==> src/rtl/cla_seq_pkg.sv <==
// Shared definitions for the multi-word carry-lookahead sequencer.
// Holds the FSM state type, default slice geometry (reused by the
// interface and the bench) and the signed-overflow helper.
package cla_seq_pkg;

  localparam int DEF_WORD_W    = 32;
  localparam int DEF_NUM_WORDS = 4;

  typedef enum logic [1:0] {
    IDLE = 2'd0,
    RUN  = 2'd1,
    DONE = 2'd2
  } seq_state_t;

  // Two's-complement overflow of the top word: carry into the MSB
  // (a ^ b ^ s at the MSB) differs from the carry out of the MSB.
  function automatic logic signed_ovf(input logic a_msb, input logic b_msb,
                                      input logic s_msb, input logic c_out);
    return c_out ^ (a_msb ^ b_msb ^ s_msb);
  endfunction

endpackage

==> src/rtl/cla_multiword_sequencer_if.sv <==
// Bus bundle for cla_multiword_sequencer.
// Groups the operand request channel (in_valid/in_ready/op_*), the adder
// slice connection (add_*) and the result channel (out_valid/out_ready/
// sum/cout/ovf).
//   slave  : the sequencer side
//   master : the surrounding datapath plus the combinational adder slice
interface cla_multiword_sequencer_if #(
  parameter int WORD_W    = cla_seq_pkg::DEF_WORD_W,
  parameter int NUM_WORDS = cla_seq_pkg::DEF_NUM_WORDS
);
  localparam int TOT_W = WORD_W * NUM_WORDS;

  logic              in_valid;
  logic              in_ready;
  logic [TOT_W-1:0]  op_a;
  logic [TOT_W-1:0]  op_b;
  logic              op_cin;
  logic [WORD_W-1:0] add_a;
  logic [WORD_W-1:0] add_b;
  logic              add_cin;
  logic [WORD_W-1:0] add_s;
  logic              add_cout;
  logic              out_valid;
  logic              out_ready;
  logic [TOT_W-1:0]  sum;
  logic              cout;
  logic              ovf;

  modport slave (
    input  in_valid, op_a, op_b, op_cin, add_s, add_cout, out_ready,
    output in_ready, add_a, add_b, add_cin, out_valid, sum, cout, ovf
  );

  modport master (
    output in_valid, op_a, op_b, op_cin, add_s, add_cout, out_ready,
    input  in_ready, add_a, add_b, add_cin, out_valid, sum, cout, ovf
  );

endinterface

==> src/rtl/cla_multiword_sequencer.sv <==
// Drives an external WORD_W-bit carry-lookahead adder slice over NUM_WORDS
// cycles to add two TOT_W-bit operands, least-significant word first, with
// the inter-word carry chained through a register.
// Ports:
//   clk   : rising-edge clock
//   rst_n : asynchronous active-low reset, clears all state immediately
//   bus   : cla_multiword_sequencer_if.slave (request, adder, result)
module cla_multiword_sequencer
  import cla_seq_pkg::*;
#(
  parameter int WORD_W    = DEF_WORD_W,
  parameter int NUM_WORDS = DEF_NUM_WORDS
) (
  input  logic                      clk,
  input  logic                      rst_n,
  cla_multiword_sequencer_if.slave  bus
);

  localparam int TOT_W = WORD_W * NUM_WORDS;
  localparam int KW    = $clog2(NUM_WORDS);
  localparam logic [KW-1:0] K_LAST = KW'(NUM_WORDS - 1);

  seq_state_t        state_q, state_d;
  logic [KW-1:0]     k_q, k_d;
  logic              carry_q, carry_d;
  logic [TOT_W-1:0]  a_q, a_d;
  logic [TOT_W-1:0]  b_q, b_d;
  logic              cin_q, cin_d;
  logic [TOT_W-1:0]  sum_q, sum_d;
  logic              cout_q, cout_d;
  logic              ovf_q, ovf_d;
  logic              out_valid_q, out_valid_d;

  logic [WORD_W-1:0] a_word_s;
  logic [WORD_W-1:0] b_word_s;
  logic              cin_s;

  // Adder slice drive: current word and chained carry in RUN, zero otherwise.
  always_comb begin
    a_word_s = '0;
    b_word_s = '0;
    cin_s    = 1'b0;
    if (state_q == RUN) begin
      a_word_s = a_q[int'(k_q)*WORD_W +: WORD_W];
      b_word_s = b_q[int'(k_q)*WORD_W +: WORD_W];
      cin_s    = (k_q == '0) ? cin_q : carry_q;
    end else begin
      a_word_s = '0;
      b_word_s = '0;
      cin_s    = 1'b0;
    end
  end

  // Next-state and datapath update for the IDLE/RUN/DONE sequencer.
  always_comb begin
    state_d = state_q;
    k_d     = k_q;
    carry_d = carry_q;
    a_d     = a_q;
    b_d     = b_q;
    cin_d   = cin_q;
    sum_d   = sum_q;
    cout_d  = cout_q;
    ovf_d   = ovf_q;
    case (state_q)
      IDLE: begin
        if (bus.in_valid) begin
          a_d     = bus.op_a;
          b_d     = bus.op_b;
          cin_d   = bus.op_cin;
          sum_d   = '0;
          k_d     = '0;
          state_d = RUN;
        end else begin
          state_d = IDLE;
        end
      end
      RUN: begin
        sum_d[int'(k_q)*WORD_W +: WORD_W] = bus.add_s;
        carry_d = bus.add_cout;
        if (k_q == K_LAST) begin
          // Hold k on the last word so the counter never wraps inside RUN.
          cout_d  = bus.add_cout;
          ovf_d   = signed_ovf(a_word_s[WORD_W-1], b_word_s[WORD_W-1],
                               bus.add_s[WORD_W-1], bus.add_cout);
          state_d = DONE;
        end else begin
          k_d = k_q + 1'b1;
        end
      end
      DONE: begin
        if (bus.out_ready) begin
          state_d = IDLE;
        end else begin
          state_d = DONE;
        end
      end
      default: begin
        state_d = IDLE;
      end
    endcase
    out_valid_d = (state_d == DONE);
  end

  // State and datapath registers with asynchronous clear.
  always_ff @(posedge clk or negedge rst_n) begin
    if (!rst_n) begin
      state_q     <= IDLE;
      k_q         <= '0;
      carry_q     <= 1'b0;
      a_q         <= '0;
      b_q         <= '0;
      cin_q       <= 1'b0;
      sum_q       <= '0;
      cout_q      <= 1'b0;
      ovf_q       <= 1'b0;
      out_valid_q <= 1'b0;
    end else begin
      state_q     <= state_d;
      k_q         <= k_d;
      carry_q     <= carry_d;
      a_q         <= a_d;
      b_q         <= b_d;
      cin_q       <= cin_d;
      sum_q       <= sum_d;
      cout_q      <= cout_d;
      ovf_q       <= ovf_d;
      out_valid_q <= out_valid_d;
    end
  end

  assign bus.in_ready  = (state_q == IDLE);
  assign bus.add_a     = a_word_s;
  assign bus.add_b     = b_word_s;
  assign bus.add_cin   = cin_s;
  assign bus.out_valid = out_valid_q;
  assign bus.sum       = sum_q;
  assign bus.cout      = cout_q;
  assign bus.ovf       = ovf_q;

endmodule

==> src/flat_wrapper.sv <==
// flat-port wrapper written by rule: the top's interface ports become plain ports
module cla_multiword_sequencer_flat import cla_seq_pkg::*;
#(
  parameter int WORD_W    = DEF_WORD_W,
  parameter int NUM_WORDS = DEF_NUM_WORDS
)
  (clk, rst_n, bus_in_valid, bus_op_a, bus_op_b, bus_op_cin, bus_add_s, bus_add_cout, bus_out_ready, bus_in_ready, bus_add_a, bus_add_b, bus_add_cin, bus_out_valid, bus_sum, bus_cout, bus_ovf);
  cla_multiword_sequencer_if #(.WORD_W(WORD_W), .NUM_WORDS(NUM_WORDS)) bus_i ();
  input  logic clk;
  input  logic rst_n;
  input wire logic [$bits(bus_i.in_valid)-1:0] bus_in_valid;
  input wire logic [$bits(bus_i.op_a)-1:0] bus_op_a;
  input wire logic [$bits(bus_i.op_b)-1:0] bus_op_b;
  input wire logic [$bits(bus_i.op_cin)-1:0] bus_op_cin;
  input wire logic [$bits(bus_i.add_s)-1:0] bus_add_s;
  input wire logic [$bits(bus_i.add_cout)-1:0] bus_add_cout;
  input wire logic [$bits(bus_i.out_ready)-1:0] bus_out_ready;
  output wire logic [$bits(bus_i.in_ready)-1:0] bus_in_ready;
  output wire logic [$bits(bus_i.add_a)-1:0] bus_add_a;
  output wire logic [$bits(bus_i.add_b)-1:0] bus_add_b;
  output wire logic [$bits(bus_i.add_cin)-1:0] bus_add_cin;
  output wire logic [$bits(bus_i.out_valid)-1:0] bus_out_valid;
  output wire logic [$bits(bus_i.sum)-1:0] bus_sum;
  output wire logic [$bits(bus_i.cout)-1:0] bus_cout;
  output wire logic [$bits(bus_i.ovf)-1:0] bus_ovf;
  assign bus_i.in_valid = bus_in_valid;
  assign bus_i.op_a = bus_op_a;
  assign bus_i.op_b = bus_op_b;
  assign bus_i.op_cin = bus_op_cin;
  assign bus_i.add_s = bus_add_s;
  assign bus_i.add_cout = bus_add_cout;
  assign bus_i.out_ready = bus_out_ready;
  assign bus_in_ready = bus_i.in_ready;
  assign bus_add_a = bus_i.add_a;
  assign bus_add_b = bus_i.add_b;
  assign bus_add_cin = bus_i.add_cin;
  assign bus_out_valid = bus_i.out_valid;
  assign bus_sum = bus_i.sum;
  assign bus_cout = bus_i.cout;
  assign bus_ovf = bus_i.ovf;
  cla_multiword_sequencer #(.WORD_W(WORD_W), .NUM_WORDS(NUM_WORDS)) u_core (.clk(clk), .rst_n(rst_n), .bus(bus_i));
endmodule
==> config.mk <==
export PLATFORM = sky130hd
export DESIGN_NAME = cla_multiword_sequencer_flat
export DESIGN_NICKNAME = d
export VERILOG_FILES = /design/src/rtl/cla_seq_pkg.sv /design/src/rtl/cla_multiword_sequencer_if.sv /design/src/rtl/cla_multiword_sequencer.sv /design/src/flat_wrapper.sv
export SDC_FILE = /design/constraint.sdc
export NUM_CORES = 1
export LEC_CHECK = 0
export BUFFER_PORTS_ARGS = -buffer_cell sky130_fd_sc_hd__buf_2
export CORE_UTILIZATION = 35
export CTS_BUF_LIST = sky130_fd_sc_hd__clkbuf_8 sky130_fd_sc_hd__clkbuf_16
export DETAILED_ROUTE_END_ITERATION = 16
export GPL_TIMING_DRIVEN = 0
export HOLD_SLACK_MARGIN = 0.12
export MAX_ROUTING_LAYER = met4
export PLACE_DENSITY = 0.62
export SETUP_SLACK_MARGIN = 0.2
export SYNTH_ARGS = -nofsm -noshare
export SYNTH_HDL_FRONTEND = slang
export SYNTH_SLANG_ARGS = --single-unit
==> constraint.sdc <==
create_clock -name clk -period 2.9 [get_ports clk]
set_input_delay 0.87 -clock clk [delete_from_list [all_inputs] [get_ports clk]]
set_output_delay 0.87 -clock clk [all_outputs]
set_load 0.01 [all_outputs]
# [Word-level counts from Yosys, hierarchy flattened]
# Index checks and enable logic that the tools add are counted.
[word_totals] elab_cells=46 input_bits=294 reg_bits=393
[classes] n_eq_ne=6 n_mux=14 bitwise=3 reduce_logical=7 add_sub_neg=2 shift=4
[op_table] cell="128-bit case mux with 2 select lines" n=1
[op_table] cell="128-bit by 8-bit indexed part select with 32-bit output" n=2
[op_table] cell="128-bit bitwise mux" n=1
[op_table] cell="128-bit 2-to-1 mux" n=1
[op_table] cell="32-bit by 33-bit variable shift with 128-bit output, first input constant" n=1
[op_table] cell="32-bit by 33-bit indexed part select with 128-bit output" n=1
[op_table] cell="32-bit 2-to-1 mux" n=2
[op_table] cell="7-bit negation with 33-bit output" n=1
[op_table] cell="2-bit 2-to-1 mux" n=4
[op_table] cell="2-bit == test, second input constant" n=3
[op_table] cell="2-bit case mux with 3 select lines" n=1
[op_table] cell="2-bit AND reduction" n=3
[op_table] cell="2-bit logical NOT" n=2
[op_table] cell="2-bit inequality test, second input constant" n=2
[op_table] cell="2-bit case mux with 2 select lines" n=1
[op_table] cell="1-bit 2-to-1 mux" n=3
[op_table] cell="3-bit AND reduction" n=1
[op_table] cell="1-bit bitwise XOR" n=3
[op_table] cell="2-bit by 1-bit adder with 2-bit output, second input constant" n=1
[op_table] cell="2-bit by 1-bit == test with 1-bit output, second input constant" n=1
[op_table] cell="2-bit nonzero test" n=1

# [Depth between registers and ports, before layout]
[depth] word_depth=5 depth_mapped=8

# [Least setup slack after synthesis]
# Ideal clock, no wire load.
[synth_timing] kind="register to output" startpoint="register u_core.k_q[0]" endpoint="output port bus_add_a[13]" path_buffers=3 path_slack_ps=415 arrival_ps=1615 stages_incl_launch_ff=6 t_required_ps=2030 cell_sequence="dfrtp_1 buf_2 buf_4 buf_4 mux4_2 nor2b_1"
[synth_between] elab_chain_len=2
[synth_lines] item="start: declaration" line="cla_multiword_sequencer.sv:24" rtl="logic [KW-1:0] k_q, k_d;"
[synth_lines] item="start signal: assignment" line="cla_multiword_sequencer.sv:120" rtl="k_q <= k_d;"
[synth_lines] item="128-bit by 8-bit indexed part select with 32-bit output" line="cla_multiword_sequencer.sv:44" rtl="a_word_s = a_q[int'(k_q)*WORD_W +: WORD_W];"
[synth_lines] item="32-bit 2-to-1 mux" line="cla_multiword_sequencer.sv:43" rtl="if (state_q == RUN) begin"
[synth_lines] item="end: declaration" line="flat_wrapper.sv:19" rtl="output wire logic [$bits(bus_i.add_a)-1:0] bus_add_a;"
# No other way between the ends.

# [Final worst setup path]
[layout_timing] startpoint="register u_core.k_q[0]" endpoint="output port bus_add_a[0]"
# The elaborated chain is that of the path after synthesis.

==> flow_summary.ini <==
[status]
status = finished, violations left
violations = negative setup slack

[yosys]
synth_edf_count = 0
synth_ff_type = dfrtp_1
synth_top_area_frac = 0.597
ys_ff_latch = 393
yosys.area.top_type = dfrtp_1
syn-cell-area_um2 = 16500
post_synth_main_area_contributors = dfrtp_1 (60%), mux2_1 (18%), mux4_2 (8.8%), a22o_1 (6.8%), nor2b_1 (2.4%)
syn_area_per_cell_um2 = 16.1
yosysWarnings = 0
seq_area_frac_synth = 0.597
synthArstFlopShare = 1.00
synth_nets = 1326
ys_types = 27
syn_inst = 1026

[finish]
n_fill_cell = 4168
multiInputGateArea_um2 = 6400
fin_nets = 1882
drive_gt1_frac = 0.457
stdcell_area_um2 = 22200
layout_commonest_cell = buf_2
regArea_um2 = 9840
syn_to_final_growth_pct = 34.6
layout_common_cells = buf_2 (474), dfrtp_1 (392), mux2_1 (259)

[grt]
grt_remaining_overflow = 0
grt_max_degree = 119
grt_pass1_vias = 12100
antenna_found_initial = 27
grt_usage = 0.218
grt_first_pass_wirelength_um = 75600

[pwr]
ir_drop_mv = 0.632
cellPowerDensity_nw_per_um2 = 1180
p_leak_nw = 10.7

[worst_setup_path]
cp_max_fo = 5
reg2reg_slack_ns = 0.43
critical_path.startpoint_type = flip-flop
crit_path_end_kind = output pin
critPathMaxStageDelay_ns = 0.53
crit_type = flip-flop to output pin
worst-endpoint-arrival_ns = 2.24
crit_chain = buf_6 -> buf_12 -> buf_4 -> mux4_2 -> nor2b_1 -> buf_2
cpMaxStageDelayCell = mux4_2
required_ns = 2.03

[drt]
wl_um = 51400
final_antenna_net_count = 0
wl_per_cell_um = 22.9
firstDrtPassIters = 5
dr_total_vias = 11400
vias_per_cell = 5.08
initialDrtViolationCount = 571
drc = 0

[cts]
clk_pin_slew_ns = 0.06
cts_buffers = 43
clk_latency_ns = 0.56
cts_root_buf = clkbuf_16
ctsHoldBuffers = 0
htreeDepth = 2
cts_max_path_buffers = 3
cts_num_sinks = 393
cts_tree = done

[timing]
fin_crit_ns = 3.11
rsz0062_at_grt = true
slew_headroom = 0.516
fmax_ghz = 0.322
hold_viol = 0
tightest_slew_ns = 0.726
setup_ws_ns = -0.210
finalCritPeriodShare = 1.07
skew_ns = 0.0119
report.final.slew_viol_count = 0
setup_viol = 64

[placement]
place_ws_ns = -0.634
gp_congestion = 0.848
portBuffers = 490
hpwl_um = 37600
placed_area_um2 = 19800

[flow_run]
max-cap-violations = 0

[floorplan]
die-area_um2 = 47900
placementRows = 79
fp.dieH_um = 219
die_w_um = 219
design.core.area_um2 = 46500
ios = 491
initial_core_util = 0.354

[min_path]
hold_class = primary input to asynchronous set/reset pin
-- sequential cells by signal, indices dropped and copies added (netlist names) --
name                  flops
u_core.k_q                2
u_core.cin_q              1
u_core.bus.ovf            1
u_core.bus.out_valid      1
u_core.carry_q            1
u_core.state_q            2
u_core.bus.cout           1
u_core.b_q              128
u_core.bus.sum          128
u_core.a_q              128
-- path summary, 6_finish.rpt --
check                           cells past startpoint            from             endpoint
worst min register to register                      1  u_core.b_q[74]       u_core.b_q[74]
worst min-delay path                                1           rst_n  u_core.bus.sum[118]
min in group clk                                    1  u_core.b_q[74]       u_core.b_q[74]
worst max register to register                      8   u_core.k_q[1]   u_core.bus.sum[85]
worst max-delay path                                6   u_core.k_q[0]         bus_add_a[0]
max in group asynchronous                           3           rst_n        u_core.a_q[4]
-- layout make-up --
| class | count | area share |
|---|---|---|
| flip-flops and latches | 393 | 0.444 |
| clock inverters | 23 | 0.0117 |
| repair buffers | 511 | 0.133 |
| inverters | 2 | 0.000790 |
| well taps | 607 | 0.0343 |
| plain buffers | 76 | 0.0275 |
| diodes | 27 | 0.00305 |
| clock buffers | 55 | 0.0570 |
| multi-input cells | 555 | 0.289 |
-- worst max-delay path: cells and delay by family, from the launching register on --
family	cells	cell delay, ns
flip-flops	1	0.37
multiplexers	1	0.53
AND/OR/NAND/NOR	1	0.16
buffers and inverters	4	0.60
-- logic make-up (layout without fill, tap and decap cells) --
logic type	count (synthesis)	in the layout	synth area share
xor+xnor	2	2	0.00190
other cells	0	27	0
mux	324	324	0.265
simple gates	87	87	0.0328
compound gates	136	136	0.0714
buf+inv	78	667	0.0269
flops	393	393	0.597
fa+ha+maj	6	6	0.00456
-- Yosys cell counts (2+ instances only) --
| library cell | n |
|---|---|
| dfrtp_1 | 393 |
| mux2_1 | 259 |
| a22o_1 | 128 |
| mux4_2 | 64 |
| nor2b_1 | 64 |
| buf_4 | 35 |
| clkbuf_1 | 19 |
| buf_2 | 15 |
| nand2_1 | 8 |
| buf_1 | 7 |
| ha_1 | 6 |
| nor2_1 | 5 |
| a21o_1 | 4 |
| inv_2 | 2 |
| nand2b_1 | 2 |
| nor3_2 | 2 |
| nor4b_2 | 2 |
| o21ai_1 | 2 |
-- power by group --
group / leakage, nW / switching (mW) / internal, mW / total (mW)
registers: 4.88 / 1.22 / 7.86 / 9.08
clock network: 0.792 / 2.27 / 3.59 / 5.87
logic: 5.05 / 5.21 / 5.98 / 11.2
-- through the flow --
stage / setup TNS (ns) / std cells / util / power [mW] / hold slack (ns)
6_report: -9.83 / 2249 / 0.477 / 26.1 / 0.294
2_1_floorplan: 0 / 1026 / - / 15.1 / 0.452
3_3_place_gp: -2760.65 / 2123 / 0.424 / 18.7 / 0.462
3_5_place_dp: -77.53 / 2126 / 0.426 / 18.9 / 0.469
5_1_grt: -13.86 / 2248 / 0.477 / 27.7 / 0.341
4_1_cts: -13.28 / 2214 / 0.469 / 25.9 / 0.314
-- what timing repair did --
item	CTS	global route
buffers inserted	8	5
gates resized for setup	103	42
gates cloned	2	3
setup endpoints to repair	193	65
pin swaps	1	0
-- metal layers --
metal / GRT usage / vias up / share of wire
met5: - / - / 0
met4: 0.0660 / 0 / 0.021
met3: 0.0705 / 61 / 0.085
met2: 0.366 / 463 / 0.50
met1: 0.247 / 5927 / 0.39
li1: - / 4976 / -
No activity file was read; power rests on OpenSTA's default activity.
